## src/rtl/irom_pkg.sv

```systemverilog
// Shared definitions for the instruction-ROM arbiter: requester count and ids.
package irom_pkg;

    localparam int NREQ = 2;

    typedef logic req_id_t;

    localparam req_id_t REQ_FETCH = 1'b0;
    localparam req_id_t REQ_DEBUG = 1'b1;

endpackage

```

## src/rtl/irom_arbiter_rsp_slot.sv

```systemverilog
// One-entry response buffer: holds a single ROM word until its requester pops it.
module rsp_slot #(
    parameter int DWIDTH = 16
) (
    input  logic              clk,
    input  logic              rst_n,
    input  logic              wr_en,
    input  logic [DWIDTH-1:0] wr_data,
    input  logic              ready,
    output logic              valid,
    output logic [DWIDTH-1:0] data,
    output logic              free_or_pop
);

    logic              valid_reg;
    logic [DWIDTH-1:0] data_reg;

    // A write wins over a pop so a same-cycle refill keeps the slot full with new data.
    always_ff @(posedge clk) begin
        if (!rst_n) begin
            valid_reg <= 1'b0;
            data_reg  <= '0;
        end else if (wr_en) begin
            valid_reg <= 1'b1;
            data_reg  <= wr_data;
        end else if (valid_reg && ready) begin
            valid_reg <= 1'b0;
        end
    end

    assign valid       = valid_reg;
    assign data        = data_reg;
    // Slot can accept the word of a read granted now: it is empty or drains this cycle.
    assign free_or_pop = ~valid_reg | ready;

endmodule

```

## src/rtl/irom_arbiter.sv

```systemverilog
// Round-robin arbiter sharing one synchronous instruction-ROM port between
// instruction fetch (requester 0) and debug/loader readback (requester 1).
module irom_arbiter
    import irom_pkg::*;
#(
    parameter int DWIDTH = 16,
    parameter int AWIDTH = 12
) (
    input  logic              clk,
    input  logic              rst_n,
    input  logic              req0_valid,
    input  logic [AWIDTH-1:0] req0_addr,
    output logic              req0_ready,
    output logic              rsp0_valid,
    output logic [DWIDTH-1:0] rsp0_data,
    input  logic              rsp0_ready,
    input  logic              req1_valid,
    input  logic [AWIDTH-1:0] req1_addr,
    output logic              req1_ready,
    output logic              rsp1_valid,
    output logic [DWIDTH-1:0] rsp1_data,
    input  logic              rsp1_ready,
    output logic [AWIDTH-1:0] rom_addr,
    output logic              rom_ready,
    input  logic [DWIDTH-1:0] rom_dout,
    input  logic              rom_valid,
    output logic              proto_err
);

    logic              inflight_reg;
    req_id_t           owner_reg;
    req_id_t           last_grant_reg;
    logic              proto_err_reg;
    logic              mask_reg;

    logic [NREQ-1:0]   req_valid_vec;
    logic [NREQ-1:0]   rsp_ready_vec;
    logic [NREQ-1:0]   slot_free;
    logic [NREQ-1:0]   slot_wr;
    logic [NREQ-1:0]   slot_valid;
    logic [NREQ-1:0]   elig;
    logic [DWIDTH-1:0] slot_data [NREQ];

    logic              grant_valid;
    req_id_t           winner;

    assign req_valid_vec = {req1_valid, req0_valid};
    assign rsp_ready_vec = {rsp1_ready, rsp0_ready};

    // Per-requester eligibility and response slot; the slot is written in the
    // data cycle when the tagged read belongs to it.
    genvar gi;
    generate
        for (gi = 0; gi < NREQ; gi++) begin : g_req
            assign elig[gi] = req_valid_vec[gi]
                            & ~(inflight_reg & (owner_reg == req_id_t'(gi)))
                            & slot_free[gi];
            assign slot_wr[gi] = inflight_reg & rom_valid & (owner_reg == req_id_t'(gi));

            rsp_slot #(
                .DWIDTH (DWIDTH)
            ) u_slot (
                .clk         (clk),
                .rst_n       (rst_n),
                .wr_en       (slot_wr[gi]),
                .wr_data     (rom_dout),
                .ready       (rsp_ready_vec[gi]),
                .valid       (slot_valid[gi]),
                .data        (slot_data[gi]),
                .free_or_pop (slot_free[gi])
            );
        end
    endgenerate

    // Round-robin pick: a lone eligible requester wins, a tie goes to the one not granted last.
    always_comb begin
        grant_valid = 1'b0;
        winner      = REQ_FETCH;
        if (rst_n) begin
            if (elig[0] && elig[1]) begin
                grant_valid = 1'b1;
                winner      = ~last_grant_reg;
            end else if (elig[0]) begin
                grant_valid = 1'b1;
                winner      = REQ_FETCH;
            end else if (elig[1]) begin
                grant_valid = 1'b1;
                winner      = REQ_DEBUG;
            end
        end
    end

    assign req0_ready = grant_valid & (winner == REQ_FETCH);
    assign req1_ready = grant_valid & (winner == REQ_DEBUG);
    assign rom_ready  = grant_valid;
    assign rom_addr   = (grant_valid && winner == REQ_DEBUG) ? req1_addr : req0_addr;

    // Tag pipeline and protocol checking; the mask hides stale ROM data right after reset.
    always_ff @(posedge clk) begin
        if (!rst_n) begin
            inflight_reg   <= 1'b0;
            owner_reg      <= REQ_FETCH;
            last_grant_reg <= REQ_DEBUG;
            proto_err_reg  <= 1'b0;
            mask_reg       <= 1'b1;
        end else begin
            mask_reg     <= 1'b0;
            inflight_reg <= grant_valid;
            if (grant_valid) begin
                owner_reg      <= winner;
                last_grant_reg <= winner;
            end
            // Stray data with nothing in flight, or a tagged read whose data never came.
            if ((rom_valid && !inflight_reg && !mask_reg) || (inflight_reg && !rom_valid)) begin
                proto_err_reg <= 1'b1;
            end
        end
    end

    assign rsp0_valid = slot_valid[0];
    assign rsp0_data  = slot_data[0];
    assign rsp1_valid = slot_valid[1];
    assign rsp1_data  = slot_data[1];
    assign proto_err  = proto_err_reg;

endmodule

```

## config.mk

```make
export PLATFORM = sky130hd
export DESIGN_NAME = irom_arbiter
export DESIGN_NICKNAME = d
export VERILOG_FILES = /design/src/rtl/irom_pkg.sv /design/src/rtl/irom_arbiter_rsp_slot.sv /design/src/rtl/irom_arbiter.sv
export SDC_FILE = /design/constraint.sdc
export NUM_CORES = 1
export LEC_CHECK = 0
export CAP_MARGIN = 40
export CORE_MARGIN = 2
export CORE_UTILIZATION = 41
export CTS_BUF_LIST = sky130_fd_sc_hd__clkbuf_4 sky130_fd_sc_hd__clkbuf_8 sky130_fd_sc_hd__clkbuf_16
export DETAILED_ROUTE_END_ITERATION = 16
export HOLD_SLACK_MARGIN = 0.12
export PLACE_DENSITY = 0.87
export SLEW_MARGIN = 20
export SYNTH_ARGS = -nofsm -noshare
export SYNTH_HDL_FRONTEND = slang
export SYNTH_HIERARCHICAL = 1
export SYNTH_SLANG_ARGS = --single-unit
export TNS_END_PERCENT = 30
```

## constraint.sdc

```tcl
create_clock -name clk -period 6.2 [get_ports clk]
set_clock_uncertainty 0.15 [all_clocks]
set_input_delay 1.55 -clock clk [delete_from_list [all_inputs] [get_ports clk]]
set_output_delay 1.55 -clock clk [all_outputs]
set_load 0.05 [all_outputs]
```

==> results of run 1 <==
per-layer routing:
layer / share of wire / wire (um)
met3: 0.14 / 586
met2: 0.45 / 1916
met1: 0.41 / 1753
met4: 0.0040 / 17
met5: 0 / 0
cell families (layout without fill, tap and decap cells):
group / Yosys count / count (layout) / share of synthesized area
AO/OA/AOI/OAI: 9 / 9 / 0.04052
buffers and inverters: 12 / 111 / 0.06296
flip-flops: 39 / 39 / 0.4515
multiplexers: 45 / 45 / 0.2894
AND/OR/NAND/NOR: 45 / 45 / 0.1556
synthesized netlist by cell type:
master    instances
dfxtp_1          39
mux2i_1          32
nor2b_1          32
mux2_4            9
a21oi_1           5
inv_1             5
mux2_2            4
nor2_1            4
buf_12            3
nand2b_1          3
a21boi_0          2
buf_6             2
clkbuf_1          2
nand2_1           2
a211oi_4          1
and3_4            1
nand3_1           1
nor3_1            1
o22a_2            1
or3_1             1
path summary, 6_finish.rpt:
kind                                             start                                     to  cells past startpoint
worst max-delay path                        rsp1_ready                           rom_addr[11]                      7
worst min register to register        mask_reg$_DFF_P_                 proto_err$_SDFFE_PN0P_                      2
worst min-delay path                  mask_reg$_DFF_P_                 proto_err$_SDFFE_PN0P_                      2
worst max register to register  owner_reg$_SDFFE_PN0P_  g_req[0].u_slot/data[14]$_SDFFE_PN0P_                      5
final cells by class:
class                      instances  area [um2]
clock buffer                       5       68.82
clock inverter                     1       7.507
fill                             304        1155
inverter                           5       18.77
multi-input combinational         99       844.6
sequential                        39       780.7
tap                               50       62.56
timing repair buffer             100        1091
metrics by stage:
stage	cell area, um2	instances
3_5_place_dp	2798	293
3_3_place_gp	2783	292
4_1_cts	2874	299
2_1_floorplan	1729	150
6_report	2874	299
5_1_grt	2874	299
power by group through the flow:
| stage | Combinational, mW | Sequential [mW] | Clock (mW) |
|---|---|---|---|
| global route | 0.193 | 0.267 | 0.166 |
| floorplan | 0.0790 | 0.298 | 0 |
| detailed placement | 0.185 | 0.272 | 0 |
| finish | 0.184 | 0.266 | 0.155 |
| global placement | 0.182 | 0.272 | 0 |
| CTS | 0.185 | 0.266 | 0.160 |
worst register-to-register path: cells and delay by family, from the launching register on:
family                 cells  cell delay, ns
buffers and inverters      1            0.24
muxes                      1            0.23
DFF                        1            0.32
and+or+nand+nor            3            0.70
==> run_results.csv, run 1 <==
group,metric,value,unit
critical_path,worstPathRequired,4.50,ns
sta,whs,0.3594,ns
hold_path,hp-class,"flip-flop to flip-flop",
clocking,clock_sinks,39,
critical_path,crit_buf_inv,3,
yosys,yosysSeqAreaShare,0.4515,
cells_and_area,antenna_cells,0,
global_routing,grt_antenna_before_repair,0,
yosys,ys_seq_elements,39,
pwr,p_sw_frac,0.2966,
global_routing,grt_max_degree,36,
floorplanning,die_h,68.94,um
yosys,syn_nets,197,
floorplanning,start_util,0.4292,
sta,final_max_slew_viol_count,0,
route,wl,4274,um
route,dr.pass1.iters,4,
clocking,htreeDepth,2,
floorplanning,die_width,68.94,um
global_routing,met2_usage,0.2897,
pwr,power_density,210.5,nW/um2
place,post-dp-hpwl,3244,um
critical_path,rrSetupSlack,4.47,ns
critical_path,crit_arrival,3.47,ns
pwr,combPwrFrac,0.304,
sta,fmax,193.5,MHz
sta,layout_setup_ws,1.033,ns
global_routing,grt_util_met3,0.07305,
status,outcome,"complete, no violations",
route,drt_iter0_markers,39,
sta,fin_crit_sh,0.8334,
global_routing,gr-usage-met1,0.2008,
route,post_drt_wl_per_cell,14.29,um
clocking,cts_made_buffers,5,
sta,period_needed,5.167,ns
clocking,clk_pin_slew_worst_paths,0.07,ns
floorplanning,core_area,4029,um2
clocking,post_cts_buffers,0,
critical_path,slowest_delay,0.44,ns
place,place_ws,1.018,ns
pwr,internal_power,0.4255,mW
sta,slew_headroom,0.6094,
yosys,ys_warn_count,6,
critical_path,crit_type,"input pin to primary output",
pwr,cellLeakagePower,1.031,nW
critical_path,cp_max_fo,13,
yosys,avgSynthCellArea,11.53,um2
cells_and_area,largest_reg_flops,32,
floorplanning,io_pins,97,
cells_and_area,final_core_util,0.7134,
critical_path,start_kind,"input pin",
yosys,synth_cells,150,
clocking,clock_latency,0.28,ns
critical_path,timing.critical_path.mode_cell,"buf_4",
sta,hold_viol,0,
route,via_per_inst,4.709,
route,drc_errors,0,
floorplanning,row_count,23,
cells_and_area,drive_above_1_share,0.1647,
pwr,ir_drop,0.1907,mV
flow_run,maxCapViolCount,0,
route,vias,1408,
pwr,p_sw,0.1794,mW
clocking,cts_tree,"done",
clocking,ctsResizeCount,0,
yosys,synth_top_area_frac,0.4515,
global_routing,track_usage,0.1750,
sta,worst_pin_slew,0.5852,ns
global_routing,grt-ovfl-total,0,
sta,setup_viol,0,
global_routing,top_usage_layer,"met2",
pwr,power,0.6049,mW
cells_and_area,layout_common_cells,"clkdlybuf4s50_1 (83), dfxtp_1 (39), mux2i_1 (32), nor2b_1 (32), buf_12 (10)",
yosys,netlist_area,1729,um2
pwr,seqPwrFrac,0.440,
critical_path,cp-end-kind,"primary output",
place,gp_congestion,0.7441,
yosys,synth_area_leaders,"dfxtp_1 (45%), mux2i_1 (19%), nor2b_1 (12%), mux2_4 (7.8%), buf_12 (3.5%)",
yosys,yosys.area.top_type,"dfxtp_1",
yosys,synth_cell_types,20,
global_routing,grt_pass1_vias,1342,
clocking,cts_buffer_depth,2,
critical_path,path_cells,"clkdlybuf4s50_1 -> nand2b_1 -> nand3_1 -> a211oi_4 -> buf_4 -> mux2_2 -> buf_4",
clocking,cts_root_buffer,"clkbuf_8",
route,postRouteAntennaNets,0,
sta,rsz0062_at_grt,"false",
cells_and_area,fin_nets,297,
global_routing,grt_pass1_wl,6182,um
sta,timing.setup.tns,0,ns
floorplanning,die_area,4753,um2
critical_path,crit_family,"buffers and inverters",
critical_path,slowest_stage,"clkdlybuf4s50_1",
cells_and_area,final_common_cell,"clkdlybuf4s50_1",
place,numPortBuffers,96,
pwr,pwr-share-clk,0.256,
cells_and_area,area_growth,66.21,%
clocking,holdBufCountCts,0,
No activity file was read; power rests on OpenSTA's default activity.
==> run 2: changes to the inputs <==
--- a/config.mk
+++ b/config.mk
@@ -7,11 +7,11 @@
 export LEC_CHECK = 0
 export CAP_MARGIN = 40
 export CORE_MARGIN = 2
-export CORE_UTILIZATION = 41
+export CORE_UTILIZATION = 38
 export CTS_BUF_LIST = sky130_fd_sc_hd__clkbuf_4 sky130_fd_sc_hd__clkbuf_8 sky130_fd_sc_hd__clkbuf_16
 export DETAILED_ROUTE_END_ITERATION = 16
 export HOLD_SLACK_MARGIN = 0.12
-export PLACE_DENSITY = 0.87
+export PLACE_DENSITY = 0.82
 export SLEW_MARGIN = 20
 export SYNTH_ARGS = -nofsm -noshare
 export SYNTH_HDL_FRONTEND = slang
==> constraint.sdc (replaced) <==
create_clock -name clk -period 4.9 [get_ports clk]
set_clock_uncertainty 0.15 [all_clocks]
set_input_delay 1.225 -clock clk [delete_from_list [all_inputs] [get_ports clk]]
set_output_delay 1.225 -clock clk [all_outputs]
set_load 0.05 [all_outputs]
==> run 2 against run 1 <==
Compared with the run above:
- first-iteration DRC count decreased by 15%
- setup slack worse by 0.62 ns
- sequential cell count is the same
- sequential share of layout area decreased by 0.48 points
- sequential power up 27%
- via count barely moved
- critical path depth stayed put
- combinational power up 28%
- count of clock-buffer cells in the layout unchanged
- register-to-register slack got worse by 1.4 ns
- worst hold slack lost 0.017 ns
- utilization fell by 4.2 points
- largest power group unchanged
==> run_results.csv, run 2 (synthesis gave the netlist of run 1 again) <==
group,metric,value,unit
sta,timing.setup.tns,0,ns
place,place_ws,0.3935,ns
route,via_per_inst,4.644,
clocking,holdBufCountCts,0,
global_routing,grt_antenna_before_repair,0,
cells_and_area,drive_above_1_share,0.1793,
cells_and_area,area_growth,69.18,%
status,outcome,"complete, no violations",
critical_path,cp-end-kind,"primary output",
clocking,htreeDepth,2,
pwr,power_density,286.4,nW/um2
floorplanning,io_pins,97,
cells_and_area,antenna_cells,0,
floorplanning,core_area,4354,um2
sta,slew_headroom,0.6172,
pwr,ir_drop,0.2173,mV
floorplanning,die_area,5106,um2
floorplanning,start_util,0.3971,
floorplanning,die_h,71.46,um
sta,period_needed,4.492,ns
clocking,cts_tree,"done",
cells_and_area,layout_common_cells,"clkdlybuf4s50_1 (81), dfxtp_1 (39), mux2i_1 (32), nor2b_1 (32), buf_12 (12)",
route,dr.pass1.iters,2,
sta,worst_pin_slew,0.5736,ns
sta,fin_crit_sh,0.9168,
clocking,cts_root_buffer,"clkbuf_8",
global_routing,grt_pass1_vias,1348,
pwr,internal_power,0.5973,mW
sta,setup_viol,0,
clocking,post_cts_buffers,0,
cells_and_area,regArea,780.7,um2
sta,hold_viol,0,
pwr,combPwrFrac,0.280,
pwr,seqPwrFrac,0.402,
pwr,pwr-share-clk,0.318,
global_routing,grt-ovfl-total,0,
route,wl,4116,um
global_routing,grt_pass1_wl,6486,um
sta,layout_setup_ws,0.4079,ns
floorplanning,die_width,71.46,um
critical_path,crit_type,"input pin to primary output",
clocking,cts_made_buffers,5,
global_routing,grt_max_degree,36,
clocking,clock_latency,0.29,ns
critical_path,crit_arrival,3.12,ns
route,drt_iter0_markers,33,
sta,rsz0062_at_grt,"false",
route,postRouteAntennaNets,0,
place,post-dp-hpwl,3026,um
clocking,ctsResizeCount,0,
cells_and_area,fin_nets,297,
cells_and_area,multi_input_area,844.6,um2
hold_path,hp-class,"flip-flop to flip-flop",
place,gp_congestion,0.8187,
floorplanning,row_count,24,
route,vias,1407,
pwr,p_sw,0.2405,mW
clocking,clk_pin_slew_worst_paths,0.09,ns
sta,fmax,222.6,MHz
cells_and_area,largest_reg_flops,32,
cells_and_area,num-fill-cells,310,
route,drc_errors,0,
cells_and_area,final_common_cell,"clkdlybuf4s50_1",
pwr,p_sw_frac,0.2871,
flow_run,maxCapViolCount,0,
clocking,cts_buffer_depth,2,
pwr,cellLeakagePower,1.061,nW
clocking,clock_sinks,39,
critical_path,start_kind,"input pin",
sta,final_max_slew_viol_count,0,
route,post_drt_wl_per_cell,13.58,um
global_routing,track_usage,0.1603,
critical_path,worstPathRequired,3.52,ns
critical_path,cp_max_fo,13,
place,numPortBuffers,96,
## run 2: power by group through the flow
stage               Clock [mW]  Sequential, mW  Combinational (mW)
floorplan                    0           0.377              0.0999
global placement             0           0.344               0.234
detailed placement           0           0.344               0.236
CTS                      0.274           0.337               0.237
global route             0.290           0.338               0.246
finish                   0.267           0.337               0.235
## run 2: cell type report
| cell class | instances | share of cell area |
|---|---|---|
| timing repair buffer | 100 | 0.3772 |
| multi-input combinational | 99 | 0.2887 |
| sequential | 39 | 0.2669 |
| clock buffer | 5 | 0.02352 |
| tap | 52 | 0.02224 |
| clock inverter | 3 | 0.01497 |
| inverter | 5 | 0.006416 |
## run 2: worst paths after layout
path	start	to	slack [ns]	depth (start not counted)
worst max-delay path	rsp1_ready	rom_addr[11]	0.41	7
worst max register to register	owner_reg$_SDFFE_PN0P_	g_req[0].u_slot/data[7]$_SDFFE_PN0P_	3.10	5
worst min register to register	mask_reg$_DFF_P_	proto_err$_SDFFE_PN0P_	0.34	2
worst min-delay path	mask_reg$_DFF_P_	proto_err$_SDFFE_PN0P_	0.34	2
## run 2: routing by layer
metal | up-vias | global-route usage | share of wire
met5 | - | 0 | 0
met4 | 0 | 0.05031 | 0.011
met3 | 7 | 0.06892 | 0.11
met2 | 73 | 0.2500 | 0.42
met1 | 626 | 0.2011 | 0.46
li1 | 701 | - | -
## run 2: critical path, stage by stage
cell and delay [ns]:
clkdlybuf4s50_1 0.44, nand2b_1 0.14, nand3_1 0.22, a211oi_4 0.25
buf_4 0.28, mux2_2 0.37, buf_4 0.19
## run 2: stage by stage
step	utilization	total power, mW	hold WS (ns)	std cells	cell area, um2
5_1_grt	0.6718	0.8739	0.3671	303	2925
6_report	0.6718	0.8378	0.3426	303	2925
4_1_cts	0.6718	0.8471	0.3413	303	2925
3_5_place_dp	0.6460	0.5797	0.3288	295	2813
3_3_place_gp	0.6460	0.5781	0.3166	295	2813
2_1_floorplan	-	0.4768	0.3089	150	1729
